### src/rtl/im_access_arbiter.sv
// im_access_arbiter: shares the single IM read port between fetch and a debug reader.
// Fetch has priority. A starvation counter lets a waiting debug request take the port.
// Byte addresses are translated to word indices. Misaligned or out-of-range accesses
// are granted, but they do not touch the memory and their response carries an error.
// Read data returns one cycle after the grant, to the requester that owned that cycle.
// Optional feature: define IM_ARB_STATS_EN to build the grant/stall statistics counters.
// Without it the stat_* ports read zero.
module im_access_arbiter #(
  parameter logic [31:0] INIT_ADDR  = 32'h0000_3000,
  parameter int unsigned DEPTH_LOG2 = 12,
  parameter int unsigned STARVE_MAX = 4
) (
  input  logic                  clk,
  input  logic                  reset,
  input  logic                  f_req,
  input  logic [31:0]           f_addr,
  input  logic                  f_flush,
  output logic                  f_gnt,
  output logic                  f_rvalid,
  output logic [31:0]           f_rdata,
  output logic                  f_err,
  input  logic                  d_req,
  input  logic [31:0]           d_addr,
  output logic                  d_gnt,
  output logic                  d_rvalid,
  output logic [31:0]           d_rdata,
  output logic                  d_err,
  output logic                  im_en,
  output logic [DEPTH_LOG2-1:0] im_addr,
  input  logic [31:0]           im_rdata,
  output logic [31:0]           stat_f_cnt,
  output logic [31:0]           stat_d_cnt,
  output logic [31:0]           stat_stall_cnt
);

  localparam int unsigned      CNT_W       = $clog2(STARVE_MAX + 1);
  localparam logic [CNT_W-1:0] STARVE_LIM  = CNT_W'(STARVE_MAX);
  localparam logic [32:0]      DEPTH_WORDS = 33'(1) << DEPTH_LOG2;

  logic [CNT_W-1:0]      starve_cnt;
  logic [CNT_W-1:0]      starve_cnt_nxt;
  logic                  starve_c;
  logic                  f_gnt_c;
  logic                  d_gnt_c;
  logic [31:0]           win_addr_c;
  logic [29:0]           win_word_c;
  logic                  win_err_c;
  logic                  im_en_c;
  logic [DEPTH_LOG2-1:0] im_addr_c;

  logic f_rvalid_q;
  logic f_err_q;
  logic d_rvalid_q;
  logic d_err_q;

  // Grant decision, address translation/check and starvation counter next value
  always_comb begin
    starve_c       = (starve_cnt == STARVE_LIM);
    d_gnt_c        = 1'b0;
    f_gnt_c        = 1'b0;
    starve_cnt_nxt = starve_cnt;

    if (reset) begin
      d_gnt_c = d_req & (~f_req | starve_c);
      f_gnt_c = f_req & ~d_gnt_c;
    end

    win_addr_c = d_gnt_c ? d_addr : f_addr;
    win_word_c = 30'((win_addr_c - INIT_ADDR) >> 2);
    win_err_c  = (win_addr_c[1:0] != 2'b00) ||
                 (win_addr_c < INIT_ADDR) ||
                 ({3'b000, win_word_c} >= DEPTH_WORDS);

    im_en_c   = (f_gnt_c | d_gnt_c) & ~win_err_c;
    im_addr_c = im_en_c ? win_word_c[DEPTH_LOG2-1:0] : '0;

    if (!d_req || d_gnt_c) begin
      starve_cnt_nxt = '0;
    end else if (!starve_c) begin
      starve_cnt_nxt = starve_cnt + CNT_W'(1);
    end
  end

  // Starvation counter and one-deep response tracking for the issuing cycle
  always_ff @(posedge clk or negedge reset) begin
    if (!reset) begin
      starve_cnt <= '0;
      f_rvalid_q <= 1'b0;
      f_err_q    <= 1'b0;
      d_rvalid_q <= 1'b0;
      d_err_q    <= 1'b0;
    end else begin
      starve_cnt <= starve_cnt_nxt;
      f_rvalid_q <= f_gnt_c;
      f_err_q    <= f_gnt_c & win_err_c;
      d_rvalid_q <= d_gnt_c;
      d_err_q    <= d_gnt_c & win_err_c;
    end
  end

  assign f_gnt   = f_gnt_c;
  assign d_gnt   = d_gnt_c;
  assign im_en   = im_en_c;
  assign im_addr = im_addr_c;

  // A flush drops the fetch response that lands in the redirect cycle
  assign f_rvalid = f_rvalid_q & ~f_flush;
  assign f_err    = f_err_q & ~f_flush;
  assign d_rvalid = d_rvalid_q;
  assign d_err    = d_err_q;

  // Data is zeroed unless a clean response is presented, so IM garbage never leaks out
  assign f_rdata = (f_rvalid & ~f_err) ? im_rdata : 32'h0;
  assign d_rdata = (d_rvalid & ~d_err) ? im_rdata : 32'h0;

`ifdef IM_ARB_STATS_EN
  logic [31:0] stat_f_q;
  logic [31:0] stat_d_q;
  logic [31:0] stat_stall_q;

  // Free-running wrap-around grant and fetch-stall counters
  always_ff @(posedge clk or negedge reset) begin
    if (!reset) begin
      stat_f_q     <= 32'h0;
      stat_d_q     <= 32'h0;
      stat_stall_q <= 32'h0;
    end else begin
      if (f_gnt_c)          stat_f_q     <= stat_f_q + 32'd1;
      if (d_gnt_c)          stat_d_q     <= stat_d_q + 32'd1;
      if (f_req & ~f_gnt_c) stat_stall_q <= stat_stall_q + 32'd1;
    end
  end

  assign stat_f_cnt     = stat_f_q;
  assign stat_d_cnt     = stat_d_q;
  assign stat_stall_cnt = stat_stall_q;
`else
  assign stat_f_cnt     = 32'h0;
  assign stat_d_cnt     = 32'h0;
  assign stat_stall_cnt = 32'h0;
`endif

endmodule

### config.mk
export PLATFORM = sky130hd
export DESIGN_NAME = im_access_arbiter
export DESIGN_NICKNAME = d
export VERILOG_FILES = /design/src/rtl/im_access_arbiter.sv
export SDC_FILE = /design/constraint.sdc
export NUM_CORES = 1
export LEC_CHECK = 0
export ABC_AREA = 1
export BUFFER_PORTS_ARGS = -buffer_cell sky130_fd_sc_hd__buf_2
export CAP_MARGIN = 20
export CORE_AREA = 2 2 108 110
export CTS_CLUSTER_DIAMETER = 100
export CTS_CLUSTER_SIZE = 25
export DETAILED_ROUTE_END_ITERATION = 12
export DIE_AREA = 0 0 110 112
export GPL_ROUTABILITY_DRIVEN = 1
export MAX_ROUTING_LAYER = met4
export PLACE_DENSITY = 0.72
export SLEW_MARGIN = 20
export SYNTH_ARGS = -nofsm -noshare
export SYNTH_HDL_FRONTEND = slang
export SYNTH_SLANG_ARGS = --single-unit
### constraint.sdc
create_clock -name clk -period 2.7 [get_ports clk]
set_clock_uncertainty 0.1 [all_clocks]
set_input_delay 0.27 -clock clk [delete_from_list [all_inputs] [get_ports clk]]
set_output_delay 0.27 -clock clk [all_outputs]
set_load 0.005 [all_outputs]
==> results.toml <==
[placed_design]
portBuffers = 183
hpwl_um = 7670
gp_congestion = 0.952
place_inst = 873

[synthesis]
post-synth-top-area-fraction = 0.265
yosysTopAreaCell = "buf_4"
ys_async_sr_fraction = 1.00
syn_area_per_cell_um2 = 5.40
synthFlopType = "dfrtp_1"
yosysMostFrequentCell = "nand2_1"
yosys-top-cells-count = "nand2_1 (122), nor2_1 (106), buf_4 (98), inv_1 (68), nand4_1 (30)"
synth-edff-count = 0
synth_area_leaders = "buf_4 (27%), nand2_1 (17%), nor2_1 (14%)"
seq_area_frac_synth = 0.0631
synthCells = 514
synth_seq_cells = 7
yosys_warnings = 0
synth.cell_area_um2 = 2770
yosysUniqueCellTypes = 28

[detailed_routing]
dr_total_vias = 3508
post-route-drc-count = 0
routed_wl_um = 9270
viasPerCell = 3.94
final_antenna_net_count = 0
dr.pass1.iters = 4
drt_iter0_drc = 133
wl_per_cell_um = 10.4

[min_path]
hold_class = "input pin to async pin"

[cts]
clock_sinks = 7
cts_inserted_buffers = 3
cts.clk_slew.worst_paths_ns = 0.04
insertion_delay_ns = 0.23
clock_path_buffers = 2
cts_root_buf = "clkbuf_16"
cts_tree = "yes"
cts-htree-levels = 1

[die]
io_pins = 280
placementRows = 39
fp.dieW_um = 110
die_area_um2 = 12300
fp.coreArea_um2 = 11200
start_util = 0.248
fp.dieH_um = 112

[critical_path]
r2r_end = "f_err_q$_DFF_PN0_"
r2r_cells = 18
cp_max_fo = 8
crit_path_cell_trace = "inv_2, ha_4, nand2_4, nand2_8, buf_8, buf_4, nand4_1, nand2_1, nand2_1, inv_1, nand2_1, nor2_2, xor2_1, nand3_2, nor2_4, nand4_4, clkbuf_16, nor2_2, buf_2"
path_class = "flip-flop to output pin"
r2r_setup_slack_ns = 0.07
crit_required_ns = 2.33
rr_startpoint = "starve_cnt[0]$_DFFE_PN0P_"
arrival_ns = 2.85
cpMostUsedCell = "nand2_1"
cp_slowest_cell = "dfrtp_1"
end_kind = "output pin"
start_kind = "flip-flop"
critical_path.max_stage_delay_ns = 0.38

[power]
ir_drop_mv = 0.162
powerDensity_nw_per_um2 = 220
power_mw = 0.931
power.share.clock = 0.273
switching_power_mw = 0.374
p_comb_frac = 0.598
internal-power_mw = 0.558
power_frac_seq = 0.130
switching_share = 0.401
p_leak_nw = 2.81

[finish]
drive_gt1_frac = 0.408
syn2layout_area_growth_pct = 52.5
num-nets-final = 853
multiInputGateArea_um2 = 2060
fin_cells = 890
nFillCells = 1215
diodes = 0
regArea_um2 = 175

[outcome]
status = "complete, but fails checks"
violations = "setup timing"

[global_route]
antenna_found_initial = 0
grt-ovfl-total = 0
grtUsageTotal = 0.135
grt_pass1_vias = 3062
grt_first_pass_wirelength_um = 13300
grt_max_degree = 33

[sta]
rsz0062_at_grt = "yes"
holdWs_ns = 0.268
slew_viol_final = 0
setup_violations = 13
hold_viol_final = 0
min_period_ns = 3.22
fmax_mhz = 310
fin_ws_ns = -0.524
post-route-period-util = 1.19

[run]
drv_cap = 0
[through the flow]
| step | setup slack (ns) | cell area (µm²) | TNS, ns | util |
|---|---|---|---|---|
| after floorplan | -0.0146 | 3150 | -0.132 | - |
| after global placement | -0.335 | 3830 | -4.04 | 0.343 |
| after detailed placement | -0.364 | 3830 | -4.30 | 0.343 |
| after CTS | -0.546 | 4130 | -6.92 | 0.369 |
| after global routing | -0.699 | 4230 | -9.01 | 0.379 |
| final | -0.524 | 4230 | -6.69 | 0.379 |
[critical path, delay by kind of cell, from the launching register on]
family | cells | cell delay [ns]
fa+ha+maj | 1 | 0.15
flops | 1 | 0.38
buf+inv | 6 | 0.72
xor+xnor | 1 | 0.22
simple gates | 11 | 1.15
[layout make-up]
class	instances	share of cell area
Multi-Input combinational cell	417	0.486
Timing Repair Buffer	249	0.349
Tap cell	143	0.0423
Clock buffer	4	0.0186
Inverter	70	0.0627
Sequential cell	7	0.0414
[routing by layer]
layer,vias up,global-route usage,part of all wire
met4,0,0.0456,0.021
met5,-,-,0
met1,1523,0.149,0.39
met2,128,0.252,0.53
met3,14,0.00644,0.060
li1,1843,-,-
[sequential cells by signal, indices dropped and copies added, names as in the netlist]
signal / flops
f_rvalid_q: 1
f_err_q: 1
d_err: 1
starve_cnt: 3
d_rvalid: 1
[repair_timing]
action,4_1_cts,5_1_grt
cloned,4,0
endpoints found under the setup margin,14,15
hold buffers,0,0
gates resized for setup,28,22
setup buffers,5,4
pin swaps,19,9
[how the worst max path moves through the flow]
stage | start | endpoint | slack [ns] | cells past startpoint
2_1_floorplan | starve_cnt[0]$_DFFE_PN0P_ | im_addr[10] | -0.01 | 21
3_3_place_gp | starve_cnt[0]$_DFFE_PN0P_ | im_addr[10] | -0.33 | 22
3_5_place_dp | starve_cnt[0]$_DFFE_PN0P_ | im_addr[1] | -0.36 | 22
4_1_cts | starve_cnt[1]$_DFFE_PN0P_ | im_addr[1] | -0.55 | 21
5_1_grt | starve_cnt[0]$_DFFE_PN0P_ | im_addr[8] | -0.70 | 22
6_report | starve_cnt[0]$_DFFE_PN0P_ | im_addr[3] | -0.52 | 19
[cell families (layout without fill, tap and decap cells)]
family,after synthesis,count (layout),share of synthesized area
flip-flops,7,7,0.0631
multiplexers,10,10,0.0361
AO/OA/AOI/OAI,9,9,0.0167
buffers and inverters,187,323,0.397
XOR/XNOR,4,4,0.0126
adder cells (fa/ha/maj),4,4,0.0180
AND/OR/NAND/NOR,292,294,0.455
other,1,96,0.00135
[power groups by stage]
| stage | combinational, mW | clock (mW) | sequential (mW) |
|---|---|---|---|
| after floorplan | 0.362 | 0 | 0.121 |
| after global placement | 0.480 | 0 | 0.121 |
| after detailed placement | 0.483 | 0 | 0.121 |
| after CTS | 0.527 | 0.257 | 0.121 |
| after global routing | 0.628 | 0.263 | 0.123 |
| final | 0.556 | 0.254 | 0.121 |
[cell usage in the layout (no fill, tap or decap), types with 3 or more instances in the layout]
cell type  Yosys  final
clkbuf_16      0      4
a21oi_1        4      4
nor2_4         0     10
dfrtp_1        7      7
nand4_1       30     30
nand3_4        1      3
nand2_2        1      6
nand3_1       13     11
inv_1         68     66
buf_4         98     62
conb_1         1     96
nor2_1       106     89
xnor2_1        3      3
nand2_1      122    116
mux2i_1       10     10
nor2_2        16     23
buf_2          7    182
No activity file was read; power rests on OpenSTA's default activity.
